$ cat config.mk
export PLATFORM = sky130hd
export DESIGN_NAME = nor_logic_pipe
export DESIGN_NICKNAME = d
export VERILOG_FILES = /design/src/rtl/nor_logic_pipe.sv
export SDC_FILE = /design/constraint.sdc
export NUM_CORES = 1
export LEC_CHECK = 0
export CORE_MARGIN = 3
export CORE_UTILIZATION = 40
export CTS_BUF_LIST = sky130_fd_sc_hd__clkbuf_4 sky130_fd_sc_hd__clkbuf_8 sky130_fd_sc_hd__clkbuf_16
export CTS_CLUSTER_DIAMETER = 100
export DETAILED_ROUTE_END_ITERATION = 7
export GPL_ROUTABILITY_DRIVEN = 1
export SYNTH_ARGS = -nofsm -noshare
export SYNTH_HDL_FRONTEND = slang
export SYNTH_HIERARCHICAL = 1
export SYNTH_SLANG_ARGS = --single-unit
$ cat constraint.sdc
create_clock -name clk -period 2.95 [get_ports clk]
set_input_delay 0.59 -clock clk [delete_from_list [all_inputs] [get_ports clk]]
set_output_delay 0.59 -clock clk [all_outputs]
set_load 0.05 [all_outputs]
$ cat src/rtl/nor_logic_pipe.sv
// Two-stage valid/ready logic unit whose datapath is built purely from 2-input NOR gates.
// Define NOR_LOGIC_PIPE_CNT_EN to add the 16-bit op_count output (completed results, wrapping).

module nor_gate #(
  parameter int WIDTH = 8
) (
  input  logic [WIDTH-1:0] a,
  input  logic [WIDTH-1:0] b,
  output logic [WIDTH-1:0] y
);
  assign y = ~(a | b);
endmodule

module nor_logic_pipe #(
  parameter int WIDTH = 8
) (
  input  logic             clk,
  input  logic             rst,
  input  logic [WIDTH-1:0] a,
  input  logic [WIDTH-1:0] b,
  input  logic [2:0]       op,
  input  logic             in_valid,
  output logic             in_ready,
  output logic [WIDTH-1:0] y,
  output logic             out_valid,
  input  logic             out_ready
`ifdef NOR_LOGIC_PIPE_CNT_EN
  ,
  output logic [15:0]      op_count
`endif
);

  typedef enum logic [2:0] {
    OP_NOR  = 3'b000,
    OP_OR   = 3'b001,
    OP_AND  = 3'b010,
    OP_NAND = 3'b011,
    OP_XOR  = 3'b100,
    OP_XNOR = 3'b101,
    OP_NOTA = 3'b110,
    OP_BUFA = 3'b111
  } op_e;

  // Stage 1 NOR intermediates (combinational, then registered)
  logic [WIDTH-1:0] n_ab_c, n_a_c, n_b_c, n_aw_c, n_bw_c;

  nor_gate #(.WIDTH(WIDTH)) u_n_ab (.a(a),      .b(b),      .y(n_ab_c));
  nor_gate #(.WIDTH(WIDTH)) u_n_a  (.a(a),      .b(a),      .y(n_a_c));
  nor_gate #(.WIDTH(WIDTH)) u_n_b  (.a(b),      .b(b),      .y(n_b_c));
  nor_gate #(.WIDTH(WIDTH)) u_n_aw (.a(a),      .b(n_ab_c), .y(n_aw_c));
  nor_gate #(.WIDTH(WIDTH)) u_n_bw (.a(n_ab_c), .b(b),      .y(n_bw_c));

  logic [WIDTH-1:0] s1_n_ab, s1_n_a, s1_n_b, s1_n_aw, s1_n_bw;
  op_e              s1_op;
  logic             s1_valid;
  logic             s2_advance;

  // Output stage can take a new beat when it is empty or being drained this cycle.
  assign s2_advance = !out_valid || out_ready;
  assign in_ready   = !s1_valid || s2_advance;

  // Stage 2 functions derived from the registered intermediates
  logic [WIDTH-1:0] f_or, f_and, f_nand, f_xnor, f_xor, f_buf;

  nor_gate #(.WIDTH(WIDTH)) u_f_or   (.a(s1_n_ab), .b(s1_n_ab), .y(f_or));
  nor_gate #(.WIDTH(WIDTH)) u_f_and  (.a(s1_n_a),  .b(s1_n_b),  .y(f_and));
  nor_gate #(.WIDTH(WIDTH)) u_f_nand (.a(f_and),   .b(f_and),   .y(f_nand));
  nor_gate #(.WIDTH(WIDTH)) u_f_xnor (.a(s1_n_aw), .b(s1_n_bw), .y(f_xnor));
  nor_gate #(.WIDTH(WIDTH)) u_f_xor  (.a(f_xnor),  .b(f_xnor),  .y(f_xor));
  nor_gate #(.WIDTH(WIDTH)) u_f_buf  (.a(s1_n_a),  .b(s1_n_a),  .y(f_buf));

  logic [WIDTH-1:0] y_next;

  // NOTE: assign a default before the case so no path leaves y_next unassigned (no latch).
  always_comb begin
    y_next = s1_n_ab;
    case (s1_op)
      OP_NOR:  y_next = s1_n_ab;
      OP_OR:   y_next = f_or;
      OP_AND:  y_next = f_and;
      OP_NAND: y_next = f_nand;
      OP_XOR:  y_next = f_xor;
      OP_XNOR: y_next = f_xnor;
      OP_NOTA: y_next = s1_n_a;
      OP_BUFA: y_next = f_buf;
      default: y_next = s1_n_ab;
    endcase
  end

  // NOTE: sequential state uses non-blocking assignments so every register samples pre-edge values.
  always_ff @(posedge clk) begin
    if (rst) begin
      s1_valid  <= 1'b0;
      out_valid <= 1'b0;
      y         <= '0;
    end else begin
      if (in_ready)
        s1_valid <= in_valid;
      if (s2_advance)
        out_valid <= s1_valid;
      if (s2_advance && s1_valid)
        y <= y_next;
    end
  end

  // NOTE: stage 1 payload has no reset; it is only observed when s1_valid qualifies it.
  always_ff @(posedge clk) begin
    if (in_ready && in_valid) begin
      s1_n_ab <= n_ab_c;
      s1_n_a  <= n_a_c;
      s1_n_b  <= n_b_c;
      s1_n_aw <= n_aw_c;
      s1_n_bw <= n_bw_c;
      s1_op   <= op_e'(op);
    end
  end

`ifdef NOR_LOGIC_PIPE_CNT_EN
  always_ff @(posedge clk) begin
    if (rst)
      op_count <= 16'd0;
    else if (out_valid && out_ready)
      op_count <= op_count + 16'd1;
  end
`endif

endmodule

==> flow_summary.yaml <==
sta:
  rsz0062_at_grt: "false"
  fmax_mhz: 386
  skew_ns: 0.0149
  hold_viol: 0
  post-route-min-period_ns: 2.59
  relSlewSlack_pct: 52.3
  finalSetupTns_ns: 0
  setup_viol: 0
  fin_crit_sh_pct: 87.9
  worst_pin_slew_ns: 0.715
  slew_viol_final: 0
floorplan:
  num_rows: 28
  die_area_um2: 7310
  floorplan.initialDensity_pct: 42.0
  io_pins: 33
  dieWidth_um: 85.5
  core-area_um2: 6030
  dieHeight_um: 85.5
synth:
  yosysSeqAreaShare_pct: 59.0
  ys.flop_type: "edfxtp_1"
  synth_edf_count: 43
  syn-num-nets: 267
  synth.most_common_cell: "nor2_1"
  synth_top_area_cell: "edfxtp_1"
  syn_avg_cell_area_um2: 10.4
  synth_top_area_share_pct: 51.1
  yosysWarnings: 6
  synthTopCellsByCount: "107 x nor2_1, 43 x edfxtp_1, 21 x mux2i_1"
  synth-seq-cells: 53
  synth_area_leaders: "edfxtp_1 51%, nor2_1 16%, mux2i_1 8.3%"
  syn-instance-count: 244
  netlist_area_um2: 2530
  ys_types: 26
  synthArstFlopShare_pct: 0
cts:
  cts_setup_buffers: 0
  numCtsBuffers: 5
  cts_tree: "yes"
  clock_sinks: 53
  h-tree-depth: 2
  clk_latency_ns: 0.32
  cts.path.max_buffers: 2
  hold_buffers: 0
  postCtsResizedCells: 0
  cts_root_buffer: "clkbuf_8"
  clk_pin_slew_ns: 0.09
layout:
  diodes: 0
  syn2layout_area_growth_pct: 20.3
  drive_above_1_share_pct: 5.38
  fillers: 579
  layout.nets: 301
min_path:
  holdPathEnd: "y[2]"
  min_from: "y[2]"
  hold_path_class: "flop to flop"
  worstHoldPathCells: 2
outcome:
  status: "completed"
placed_design:
  place_hpwl_um: 3020
  place_congestion: 0.763
  io_buffers: 32
route:
  drtIter0Drc: 74
  viasPerCell: 4.90
  dr.pass1.iters: 4
  wl_um: 4310
  wire_per_inst_um: 12.2
  num_vias: 1736
  ant_nets: 0
  drc: 0
critical_path:
  path_class: "primary input to output pin"
  reg2reg_from: "s1_op[2]"
  cp.required_ns: 2.36
  r2r_cells: 5
  crit_arrival_ns: 2.00
  startpoint_type: "primary input"
  crit_top_cell: "clkdlybuf4s50_1"
  crit_path_cell_trace: "clkdlybuf4s50_1 > nor2b_1 > nand2_1 > clkdlybuf4s50_1"
  crit_path_end_kind: "output pin"
  cpPeakStageDelay_ns: 0.80
  ff2ff_setup_slack_ns: 1.06
  reg2reg_to: "y[5]"
  crit_slowest_cell: "clkdlybuf4s50_1"
  cp_max_fo: 3
global_route:
  grt_pass1_vias: 1593
  antenna_found_initial: 0
  grt_use_total_pct: 12.9
  grt_pass1_wl_um: 7220
  grt_start_max_net_pins: 25
  grt_overflow: 0
pwr:
  p_leak_nw: 1.14
  p_total_w: 0.00164
  power_density_nw_per_um2: 538
  ir_drop_mv: 0.286
run:
  cap_violations: 0
[how the worst max path moves through the flow]
stage	start	endpoint	cells after the start
2_1_floorplan	out_valid	s1_n_a[0]	3
3_3_place_gp	out_ready	in_ready	4
3_5_place_dp	out_ready	in_ready	4
4_1_cts	out_ready	in_ready	4
5_1_grt	out_ready	in_ready	4
6_report	out_ready	in_ready	4
[cell usage in the layout (no fill, tap or decap)]
cell type	count
nor2b_1	1
clkbuf_8	6
o31ai_2	1
buf_4	2
o31ai_1	6
mux2i_1	21
bufinv_16	1
a211oi_1	7
nand3b_1	1
or3_1	1
a21oi_1	2
clkdlybuf4s50_1	32
o21ai_1	2
nand2b_1	4
o22ai_1	6
buf_12	1
dfxtp_1	10
a22o_1	2
and2_2	1
mux4_2	1
nor3b_1	6
clkinvlp_4	1
o2bb2ai_1	1
nor2_1	107
edfxtp_1	43
nor2_2	1
nand2_1	11
nand4b_1	1
[kinds of logic after synthesis]
group | count (synthesis) | synth area share, %
compound gates | 27 | 7.67
buf+inv | 8 | 2.23
flops | 53 | 59.0
mux | 22 | 9.20
simple gates | 134 | 21.9
[layout make-up]
type                            instances  area, um^2  area share, %
Clock buffer                            6        82.6           2.71
Clock inverter                          2        37.5           1.23
Tap cell                               75        93.8           3.08
Timing Repair Buffer                   35         355           11.7
Sequential cell                        53        1490           49.0
Multi-Input combinational cell        183         982           32.3
[worst max-delay path, delay by kind of cell]
kind	cells	cell delay, ns
simple gates	2	0.15
buf+inv	2	1.27
[per-layer routing]
layer	global-route usage (%)	vias to the layer above	wire, um
met3	3.55	5	149
met4	4.75	0	63
met2	22.6	22	2230
met5	0	-	0
li1	-	929	-
met1	15.1	780	1870
[through the flow]
stage,cells,utilization [%],area (um^2),hold slack (ns),setup slack [ns]
2_1_floorplan,244,-,2530,0.498,0.358
3_3_place_gp,346,48.5,2920,0.434,0.371
3_5_place_dp,346,48.5,2920,0.443,0.360
4_1_cts,354,50.5,3040,0.461,0.352
5_1_grt,354,50.5,3040,0.497,0.311
6_report,354,50.5,3040,0.457,0.356
[power by group]
part	leakage, nW	total, W	switching [W]	internal (W)
sequential	0.514	0.000895	0.0000339	0.000861
combinational	0.564	0.000219	0.000118	0.000101
clock	0.0574	0.000522	0.000246	0.000276
total	1.14	0.00164	0.000398	0.00124
[state kept, by name (all words and copies together), names as in the netlist]
register,flops
out_valid,1
s1_n_a,8
s1_n_ab,8
s1_n_aw,8
s1_n_b,8
s1_n_bw,8
s1_op,3
s1_valid,1
y,8
No activity file was read; power rests on OpenSTA's default activity.
